File: src/rtl/seven_seg_if.sv
// Display-side bundle for seven_seg_scan_driver: digit/DP inputs, enable, and
// the scanned segment/digit-enable/frame outputs.
interface seven_seg_if #(
   parameter int DIGITS = 4
);
   logic                  enable;
   logic [4*DIGITS-1:0]   bcd;
   logic [DIGITS-1:0]     dp_in;
   logic [6:0]            seg;
   logic                  dp;
   logic [DIGITS-1:0]     digit_en;
   logic                  frame;

   modport master (output enable, bcd, dp_in, input seg, dp, digit_en, frame);
   modport slave  (input enable, bcd, dp_in, output seg, dp, digit_en, frame);
endinterface

File: src/rtl/seven_seg_scan_driver.sv
// Time-multiplexed multi-digit 7-segment scan driver with tear-free frame snapshot.
// Optional: define LEADING_ZERO_BLANK_EN to blank leading zero digits (digit 0 never blanked).
module seven_seg_digit (
   input  logic [3:0] bcd,
   input  logic       blank,
   output logic [6:0] seg
);
   always_comb begin
      seg = 7'h00;
      if (!blank) begin
         case (bcd)
            4'd0:    seg = 7'h7E;
            4'd1:    seg = 7'h30;
            4'd2:    seg = 7'h6D;
            4'd3:    seg = 7'h79;
            4'd4:    seg = 7'h33;
            4'd5:    seg = 7'h5B;
            4'd6:    seg = 7'h5F;
            4'd7:    seg = 7'h72;
            4'd8:    seg = 7'h7F;
            4'd9:    seg = 7'h7B;
            default: seg = 7'h00;
         endcase
      end
   end
endmodule

module seven_seg_scan_driver #(
   parameter int DIGITS   = 4,
   parameter int SCAN_DIV = 50000
) (
   input  logic        clk,
   input  logic        rst,
   seven_seg_if.slave  bus
);
   localparam int CW = $clog2(SCAN_DIV);
   localparam int IW = (DIGITS > 1) ? $clog2(DIGITS) : 1;

   logic [CW-1:0]                cnt;
   logic [IW-1:0]                idx;
   logic [4*DIGITS-1:0]          bcd_s;
   logic [DIGITS-1:0]            dp_s;
   logic                         prime;
   logic [6:0]                   seg_r;
   logic                         dp_r;
   logic [DIGITS-1:0]            digit_en_r;
   logic                         frame_r;
   logic [DIGITS-1:0]            blank;
   logic [DIGITS-1:0][6:0]       dec;

   logic tick, last, load;
   assign tick = bus.enable && (cnt == CW'(SCAN_DIV - 1));
   assign last = (idx == IW'(DIGITS - 1));
   // Snapshot on frame wrap, or on the first enabled edge after reset.
   assign load = bus.enable && (prime || (tick && last));

   genvar i;
   generate
      for (i = 0; i < DIGITS; i++) begin : g_dig
         if (i == 0) begin : g_lsd
            assign blank[i] = 1'b0;
         end else begin : g_upper
`ifdef LEADING_ZERO_BLANK_EN
            // Blank only when this digit and everything above it is zero.
            assign blank[i] = (bcd_s[4*DIGITS-1:4*i] == '0);
`else
            assign blank[i] = 1'b0;
`endif
         end
         seven_seg_digit u_dig (
            .bcd   (bcd_s[4*i +: 4]),
            .blank (blank[i]),
            .seg   (dec[i])
         );
      end
   endgenerate

   always_ff @(posedge clk or posedge rst) begin
      if (rst) begin
         cnt        <= '0;
         idx        <= '0;
         bcd_s      <= '0;
         dp_s       <= '0;
         prime      <= 1'b1;
         seg_r      <= '0;
         dp_r       <= 1'b0;
         digit_en_r <= '0;
         frame_r    <= 1'b0;
      end else if (bus.enable) begin
         cnt <= tick ? '0 : cnt + 1'b1;
         if (tick)
            idx <= last ? '0 : idx + 1'b1;
         if (load) begin
            bcd_s <= bus.bcd;
            dp_s  <= bus.dp_in;
            prime <= 1'b0;
         end
         frame_r    <= load;
         digit_en_r <= DIGITS'(1) << idx;
         seg_r      <= dec[idx];
         dp_r       <= dp_s[idx];
      end else begin
         // Frozen: counters and snapshot hold, display goes dark.
         frame_r    <= 1'b0;
         digit_en_r <= '0;
         seg_r      <= '0;
         dp_r       <= 1'b0;
      end
   end

   assign bus.seg      = seg_r;
   assign bus.dp       = dp_r;
   assign bus.digit_en = digit_en_r;
   assign bus.frame    = frame_r;
endmodule

File: src/flat_wrapper.sv
// flat-port wrapper written by rule: the top's interface ports become plain ports
module seven_seg_scan_driver_flat 
#(
   parameter int DIGITS   = 4,
   parameter int SCAN_DIV = 50000
)
  (clk, rst, bus_enable, bus_bcd, bus_dp_in, bus_seg, bus_dp, bus_digit_en, bus_frame);
  seven_seg_if #(.DIGITS(DIGITS)) bus_i ();
  input  logic clk;
  input  logic rst;
  input wire logic [$bits(bus_i.enable)-1:0] bus_enable;
  input wire logic [$bits(bus_i.bcd)-1:0] bus_bcd;
  input wire logic [$bits(bus_i.dp_in)-1:0] bus_dp_in;
  output wire logic [$bits(bus_i.seg)-1:0] bus_seg;
  output wire logic [$bits(bus_i.dp)-1:0] bus_dp;
  output wire logic [$bits(bus_i.digit_en)-1:0] bus_digit_en;
  output wire logic [$bits(bus_i.frame)-1:0] bus_frame;
  assign bus_i.enable = bus_enable;
  assign bus_i.bcd = bus_bcd;
  assign bus_i.dp_in = bus_dp_in;
  assign bus_seg = bus_i.seg;
  assign bus_dp = bus_i.dp;
  assign bus_digit_en = bus_i.digit_en;
  assign bus_frame = bus_i.frame;
  seven_seg_scan_driver #(.DIGITS(DIGITS), .SCAN_DIV(SCAN_DIV)) u_core (.clk(clk), .rst(rst), .bus(bus_i));
endmodule
File: config.mk
export PLATFORM = sky130hd
export DESIGN_NAME = seven_seg_scan_driver_flat
export DESIGN_NICKNAME = d
export VERILOG_FILES = /design/src/rtl/seven_seg_if.sv /design/src/rtl/seven_seg_scan_driver.sv /design/src/flat_wrapper.sv
export SDC_FILE = /design/constraint.sdc
export NUM_CORES = 1
export LEC_CHECK = 0
export ABC_CLOCK_PERIOD_IN_PS = 1890
export CORE_UTILIZATION = 50
export DETAILED_ROUTE_END_ITERATION = 8
export PLACE_DENSITY_LB_ADDON = 0.2
export SLEW_MARGIN = 5
export SYNTH_ARGS = -nofsm -noshare
export SYNTH_HDL_FRONTEND = slang
export SYNTH_SLANG_ARGS = --single-unit
File: constraint.sdc
create_clock -name clk -period 1.89 [get_ports clk]
set_input_delay 0.378 -clock clk [delete_from_list [all_inputs] [get_ports clk]]
set_output_delay 0.378 -clock clk [all_outputs]
set_load 0.01 [all_outputs]
Word-level counts from Yosys, hierarchy flattened
Memories as Yosys holds them, arrays and structs flattened.
Index checks and enable logic that the tools add are counted.
Widths: inputs -> output; s select.
{"block": "totals", "ff_bits": 52, "rom_bits": 448, "in_bits": 23, "out_inout_bits": 13, "mem_count": 4}
{"memory": "(name not given)", "depth": 16, "width": 7, "read_ports": 1, "rd_ports_with_merged_regs": 0, "wr": 0, "line": "seven_seg_scan_driver.sv:11", "rtl": "case (bcd)"}
{"memory": "(name not given)", "depth": 16, "width": 7, "read_ports": 1, "rd_ports_with_merged_regs": 0, "wr": 0, "line": "seven_seg_scan_driver.sv:11"}
{"memory": "(name not given)", "depth": 16, "width": 7, "read_ports": 1, "rd_ports_with_merged_regs": 0, "wr": 0, "line": "seven_seg_scan_driver.sv:11"}
{"memory": "(name not given)", "depth": 16, "width": 7, "read_ports": 1, "rd_ports_with_merged_regs": 0, "wr": 0, "line": "seven_seg_scan_driver.sv:11"}
{"block": "op_classes", "addsub": 2, "magnitude_cmp": 1, "eq_ne": 2, "shifts": 1, "mux": 10, "reduce_logical": 6}
{"op": "$add 16x1->16 const B", "n": 1}
{"op": "$eq 16x16->1 const B", "n": 1}
{"op": "$mux 16", "n": 1}
{"op": "$bmux 7 s2", "n": 1}
{"op": "$mux 7", "n": 2}
{"op": "$mux 4", "n": 1}
{"op": "$reduce_and 2->1", "n": 2}
{"op": "$shl 1x2->4 const A", "n": 1}
{"op": "$logic_and 1x1->1", "n": 3}
{"op": "$lt 2x3->1 const B", "n": 1}
{"op": "$mux 1", "n": 3}
{"op": "$add 2x1->2 const B", "n": 1}
{"op": "$bmux 1 s2", "n": 1}
{"op": "$eq 2x2->1 const B", "n": 1}
{"op": "$mux 2", "n": 1}
{"op": "$logic_or 1x1->1", "n": 1}

Logic depth before layout (Yosys ltp)
Gate-level depths: netlist (run 1).
{"block": "depth", "word_depth": 6, "ltp_mapped": 8}

By module
A second synthesis (run 1) with hierarchy kept.
{"block": "hier_totals", "cells_unflattened": 367, "hier_area_um2": 3482.1}
{"mod": "seven_seg_scan_driver", "instances": 1, "cells_each": 249, "area_per_inst_um2": 2710.1, "seq_area_each_um2": 1302.5}
{"mod": "seven_seg_digit (u_core.g_dig[1].u_dig ...)", "instances": 3, "cells_each": 30, "area_per_inst_um2": 198.9, "seq_area_each_um2": 0.0}
{"mod": "seven_seg_digit (u_core.g_dig[0].u_dig)", "instances": 1, "cells_each": 28, "area_per_inst_um2": 175.2, "seq_area_each_um2": 0.0}

Least setup slack after synthesis (run 1)
Ideal clock, no wire load.
{"block": "synth_path", "path_type": "reg-to-reg", "startpoint": "reg u_core.cnt[0]", "endpoint": "reg u_core.bcd_s[10]", "t_arrival_ps": 1825, "required_time_ps": 1765, "slack_ps": -60, "stages_incl_launch_ff": 9, "n_path_buf": 3, "synth_period_minus_slack_ps": 1950, "cell_sequence": "dfrtp_1 -> ha_1 -> clkbuf_2 -> nor4b_4 -> and4_4 -> buf_6 -> a22o_4 -> buf_12 -> mux2_4"}
{"block": "synth_between", "elab_chain_cells": 6}
{"element": "from (decl)", "line": "seven_seg_scan_driver.sv:39", "rtl": "logic [CW-1:0] cnt;"}
{"element": "from (signal assigned)", "line": "seven_seg_scan_driver.sv:90", "rtl": "cnt <= tick ? '0 : cnt + 1'b1;"}
{"element": "$eq 16x16->1", "line": "seven_seg_scan_driver.sv:52", "rtl": "assign tick = bus.enable && (cnt == CW'(SCAN_DIV - 1));"}
{"element": "$logic_and 1x1->1", "line": "seven_seg_scan_driver.sv:52"}
{"element": "$logic_and 1x1->1", "line": "seven_seg_scan_driver.sv:55", "rtl": "assign load = bus.enable && (prime || (tick && last));"}
{"element": "$logic_or 1x1->1", "line": "seven_seg_scan_driver.sv:55"}
{"element": "$logic_and 1x1->1", "line": "seven_seg_scan_driver.sv:55"}
{"element": "$reduce_and 2->1 (no line)"}
{"element": "to (signal assigned)", "line": "seven_seg_scan_driver.sv:94", "rtl": "bcd_s <= bus.bcd;"}
{"element": "to (decl)", "line": "seven_seg_scan_driver.sv:41", "rtl": "logic [4*DIGITS-1:0] bcd_s;"}
No other way between the ends.
A chain may end at the register's enable or synchronous reset.

Worst setup path after layout (run 1)
{"block": "layout_path", "startpoint": "reg u_core.cnt[4]", "endpoint": "reg u_core.bcd_s[8]"}
The elaborated chain is that of the path after synthesis.

==> results of run 1 <==
[metal layers]
| layer | vias to the layer above | track usage (%) | wire (um) |
|---|---|---|---|
| met1 | 1053 | 28.0 | 2880 |
| met4 | 0 | 6.96 | 102 |
| met5 | - | 0 | 0 |
| met3 | 8 | 4.89 | 232 |
| met2 | 47 | 32.6 | 2850 |
| li1 | 1087 | - | - |
[logic make-up after synthesis]
group	Yosys count	synth area share (%)
AOI/OAI and AO/OA	54	11.8
adders and majority gates	21	8.52
DFF	52	42.2
and+or+nand+nor	80	15.1
buffers and inverters	42	6.69
muxes	24	11.4
xor gates and xnor gates	15	4.26
[final cells by class]
class / instances / area, um2
clock buffers: 5 / 68.8
clock inverters: 3 / 68.8
fillers: 493 / 2190
inverters: 23 / 86.3
multi-input cells: 194 / 1580
flip-flops and latches: 52 / 1300
well taps: 75 / 93.8
repair buffers: 54 / 531
[cell usage in the layout (no fill, tap or decap), types with 3 or more instances in the layout]
cell,synthesis,final
mux2_2,3,3
ha_1,21,20
nand3_1,10,10
xor2_1,7,7
nor2_1,17,17
a31oi_1,3,3
o21ai_0,15,15
clkdlybuf4s50_1,0,35
or3_1,3,3
nand4_1,7,7
and2_1,6,6
mux2_4,19,19
a21oi_1,8,8
buf_12,2,3
nand2b_1,9,9
nor2b_1,5,5
clkbuf_8,0,5
dfrtp_1,51,51
buf_4,0,16
o22ai_1,8,8
o221ai_1,7,7
xnor2_1,8,8
inv_1,22,21
and3_1,6,6
nand2_1,8,8
[repair_timing]
item / CTS / global route
gates resized for setup: 0 / 0
setup buffers: 0 / 2
endpoints found under the setup margin: 0 / 6
[critical path, stage by stage (launching register included)]
cell	delay, ps
dfrtp_1	400
nor4_2	390
and4_4	290
a22o_4	180
buf_12	150
mux2_4	300
[registers in the layout, summed over array words and instances, names as in the netlist]
signal,count
u_core.bus.seg,7
u_core.cnt,16
u_core.bcd_s,16
u_core.prime,1
u_core.bus.frame,1
u_core.dp_s,4
u_core.bus.dp,1
u_core.bus.digit_en,4
u_core.idx,2
[worst paths after layout]
kind                                 from               to  cells after the start
min in group clk           u_core.cnt[15]   u_core.cnt[15]                      1
setup / recovery            u_core.cnt[4]  u_core.bcd_s[8]                      5
hold / removal                        rst    u_core.cnt[4]                      3
setup reg to reg            u_core.cnt[4]  u_core.bcd_s[8]                      5
hold reg to reg            u_core.cnt[15]   u_core.cnt[15]                      1
max in group asynchronous             rst     u_core.prime                      3
[report_power, final]
group	switching (W)	total, W	leakage, nW	internal, W
clock network	0.000387	0.000920	0.0687	0.000533
logic	0.000124	0.000291	0.930	0.000167
registers	0.0000569	0.00123	0.687	0.00117
total	0.000569	0.00244	1.69	0.00187
[per-stage QoR]
| stage | power, W | instances |
|---|---|---|
| floorplan | 0.00140 | 288 |
| detailed placement | 0.00153 | 396 |
| finish | 0.00244 | 406 |
| global placement | 0.00152 | 396 |
| global route | 0.00256 | 406 |
| CTS | 0.00246 | 404 |
==> metrics.txt, run 1 <==
Hold Worst Slack=between 400 and 500 ps; syn_nets=between 300 and 400; First-pass DRT Iterations=4; post-place instance area=~3600 um2; register area share after synthesis=42.2%; Max Transition Viols Final=0; CP endpoint kind=flip-flop; status=finished, final reports clean; initial antenna violation count=0; dpl hpwl=4300 um; I/O Pins=36; synthesized area=about 3100 um2; endpoints failing hold=0; Setup CP Type=flip-flop to flip-flop; area leader, netlist=dfrtp_1; clock latency on the worst-skew pair=310 ps; CTS buffer count=5; Post-Synthesis Cells=288; top-count cell post-synth=dfrtp_1; number of clock sinks=52; Critical Path RT=2090 ps; RD Place Congestion=between 0.8 and 0.9; Root Driver=clkbuf_8; final worst setup slack=slightly above 60 ps; row count=28; Clock Tree Buf Depth=2; total wire length=between 6000 and 7000 um; Final TNS setup=0 ps; Crit Path Max Fanout=9; global-route wire length before repair=10,100 um; critical path launch point type=flip-flop; worst-margin pin slew=~350 ps; Yosys cell types=46; I/O Buffers=35; Via Count=around 2,200; drc violations=0; worst rel slew slack=76.7%; WL per Instance=between 10 and 15 um; top cells by area, synth=dfrtp_1 (41%), mux2_4 (9.2%), ha_1 (8.5%); CTS tree=done; ANT cells=0; max frequency=547 MHz; syn avg cell area=10.7 um2; R2R Setup Slk=60 ps; maximum VDD drop=roughly 0.44 mV; Max-cap violations=0; WP data arrival=2030 ps; cell area after layout=approximately 3700 um2; Final setup viols=0; vias in the first global route=approximately 2,100; DP Worst Slack=-177 ps; ys flop type=dfrtp_1; full die area=6490 um2; Nets=~370; Initial Utilization=52.1%; Leak=1.69 nW; htree depth=2; synthesis-to-finish area growth=20.9%; GRT overflow=0; Iteration-0 DRC Markers=~150; Die Y=80.6 um; Post-synth ARST share=100%; die width=between 80 and 90 um; area of the core=5920 um2; Yosys warnings=0; hold_buf cts=0; fin crit share=96.8%; share of cells above drive strength 1=18.7%; via density per instance=5.41; P per Cell Area=between 600 and 700 nW/um2; largest net degree at the start of global routing=53; Final Util=63.0%; Min-Delay Path Class=input pin to asynchronous set/reset pin; Post-synth EDFFs=0; antenna viol nets, final=0; unrepaired setup endpoints after global routing=true; Total GRT Usage=20.8%; post-synth top area share=41.4%; fin crit period=1830 ps; Yosys reg bits=52; commonest cells in the netlist=dfrtp_1 (51), inv_1 (22), ha_1 (21); skew final=7.41 ps; Clock transition at path regs=90 ps
Power figures use the tool's default switching activity.
==> run 2, diff against run 1 <==
--- a/config.mk
+++ b/config.mk
@@ -9,6 +9,7 @@
 export CORE_UTILIZATION = 50
 export DETAILED_ROUTE_END_ITERATION = 8
 export PLACE_DENSITY_LB_ADDON = 0.2
+export REMOVE_ABC_BUFFERS = 1
 export SLEW_MARGIN = 5
 export SYNTH_ARGS = -nofsm -noshare
 export SYNTH_HDL_FRONTEND = slang
==> run 2 against run 1 <==
Non-clock buffer count shrank 1. Global-route usage is 0.35 points lower. Setup slack improved by 13 ps. Die area stayed put. Register-to-register slack hardly changed. Final cell count fell by 0.25%. Sequential share of layout area grew 0.18 points. Wire length decreased by 1.5%. Utilization fell by 0.32 points. Fmax rose by 0.71%. Critical path depth up 1. Largest cell class unchanged.
==> metrics.txt, run 2 (synthesized netlist as in run 1, its figures left out) <==
Initial Utilization=roughly 52%; CP endpoint kind=flip-flop; fin crit share=between 90% and 100%; row count=28; fill count=470; Sequential Power Share=a little over half; Nets=approximately 370; Critical Path RT=2080 ps; CP max-delay cell=dfrtp_1; skew final=between 9 and 10 ps; max frequency=about 550 MHz; vias in the first global route=around 2,200; share of cells above drive strength 1=17.9%; Sw Share=23.5%; R2R cell count=6; antenna viol nets, final=0; Via Count=2,201; drc violations=0; multi-input logic area=1590 um2; Total GRT Usage=around a fifth; total wire length=5970 um; global-route wire length before repair=10,100 um; share of total power in combinational logic=13.1%; RD Place Congestion=0.822; fin crit period=1820 ps; Worst R2R End=u_core.dp_s[2]; Clock transition at path regs=90 ps; final worst setup slack=73.5 ps; WP data arrival=2010 ps; clock latency on the worst-skew pair=300 ps; htree depth=2; die width=80.6 um; R2R Setup Slk=70 ps; number of clock sinks=52; crit-path cells=ha_1, nor4b_4, and4_4, a22o_4, buf_4, mux2_4; P_sw=0.000534 W; Crit Path Max Fanout=4; synthesis-to-finish area growth=20.3%; CP peak stage delay=~380 ps; Max Transition Viols Final=0; DP Worst Slack=-193 ps; Setup CP Type=flip-flop to flip-flop; reg2reg start=u_core.cnt[1]; First-pass DRT Iterations=5; P per Cell Area=around 610 nW/um2; Final setup viols=0; status=finished, final reports clean; worst-margin pin slew=455 ps; hold_buf cts=0; Final Power=~0.0023 W; area of the core=5920 um2; commonest non-fill, non-tap cells in the layout=dfrtp_1 (51), clkdlybuf4s50_1 (35), inv_1 (21), ha_1 (21), mux2_4 (19); largest net degree at the start of global routing=23; commonest non-fill, non-tap cell in the layout=dfrtp_1; WL per Instance=14.7 um; initial antenna violation count=0; Internal=around 0.0017 W; Root Driver=clkbuf_8; I/O Pins=36; Leak=about 1.7 nW; maximum VDD drop=between 0.3 and 0.4 mV; I/O Buffers=35; Clock Tree Buf Depth=2; Die Y=about 81 um; GRT overflow=0; dpl hpwl=roughly 4500 um; CTS tree=done; Min-Delay Path Class=input pin to asynchronous set/reset pin; full die area=6490 um2; Sequential Area=~1300 um2; worst rel slew slack=69.6%; endpoints failing hold=0; via density per instance=5.43; Hold Worst Slack=between 400 and 500 ps; Clk pwr share=32.6%; ANT cells=0; critical path launch point type=flip-flop; CTS buffer count=5; Final TNS setup=0 ps; Max-cap violations=0; Iteration-0 DRC Markers=around 110
-- run 2: worst max-delay path by stage --
stage,startpoint,endpoint,slack (ps),cells after the start
after CTS,u_core.cnt[11],u_core.dp_s[2],60,5
after global placement,bus_enable,u_core.dp_s[2],-180,6
after global routing,u_core.cnt[1],u_core.dp_s[1],-9,6
after detailed placement,bus_enable,u_core.dp_s[0],-190,6
after floorplan,u_core.cnt[0],u_core.dp_s[3],-70,5
final,u_core.cnt[1],u_core.dp_s[2],70,6
-- run 2: area by class of cell --
type,count,share of cell area [%]
clock buffers,6,1.96
clock inverters,2,0.944
inverters,23,2.33
multi-input cells,194,42.7
flip-flops and latches,52,35.1
well taps,75,2.53
repair buffers,53,14.4
-- run 2: worst max-delay path, delay by kind of cell (launching register included) --
| kind | cells | cell delay [ps] |
|---|---|---|
| mux | 1 | 300 |
| fa+ha+maj | 1 | 190 |
| simple gates | 2 | 510 |
| flops | 1 | 380 |
| buf+inv | 1 | 160 |
| compound gates | 1 | 170 |
-- run 2: power by group through the flow --
| stage | clock network (W) | registers, W | logic [W] |
|---|---|---|---|
| 6_report | 0.000742 | 0.00123 | 0.000297 |
| 5_1_grt | 0.000818 | 0.00124 | 0.000335 |
| 4_1_cts | 0.000769 | 0.00123 | 0.000278 |
| 3_5_place_dp | 0 | 0.00125 | 0.000275 |
| 3_3_place_gp | 0 | 0.00125 | 0.000273 |
| 2_1_floorplan | 0 | 0.00125 | 0.000137 |
-- run 2: what timing repair did --
action                     in CTS  in global routing
buffers inserted                0                  1
resized for setup               0                  1
setup endpoints to repair       0                 19
hold endpoints to repair        0                  0
-- run 2: metal layers --
metal	vias up	global-route usage [%]	share of wire, %
met5	-	0	0
met4	0	7.14	0.74
met3	5	3.18	3.1
met2	41	33.8	49
met1	1072	27.0	47
li1	1083	-	-
-- run 2: through the flow --
| step | cell area [um2] | instances | utilization (%) |
|---|---|---|---|
| 5_1_grt | 3710 | 405 | 62.7 |
| 3_3_place_gp | 3590 | 396 | 60.6 |
| 2_1_floorplan | 2970 | 269 | - |
| 3_5_place_dp | 3590 | 396 | 60.6 |
| 4_1_cts | 3690 | 404 | 62.4 |
| 6_report | 3710 | 405 | 62.7 |
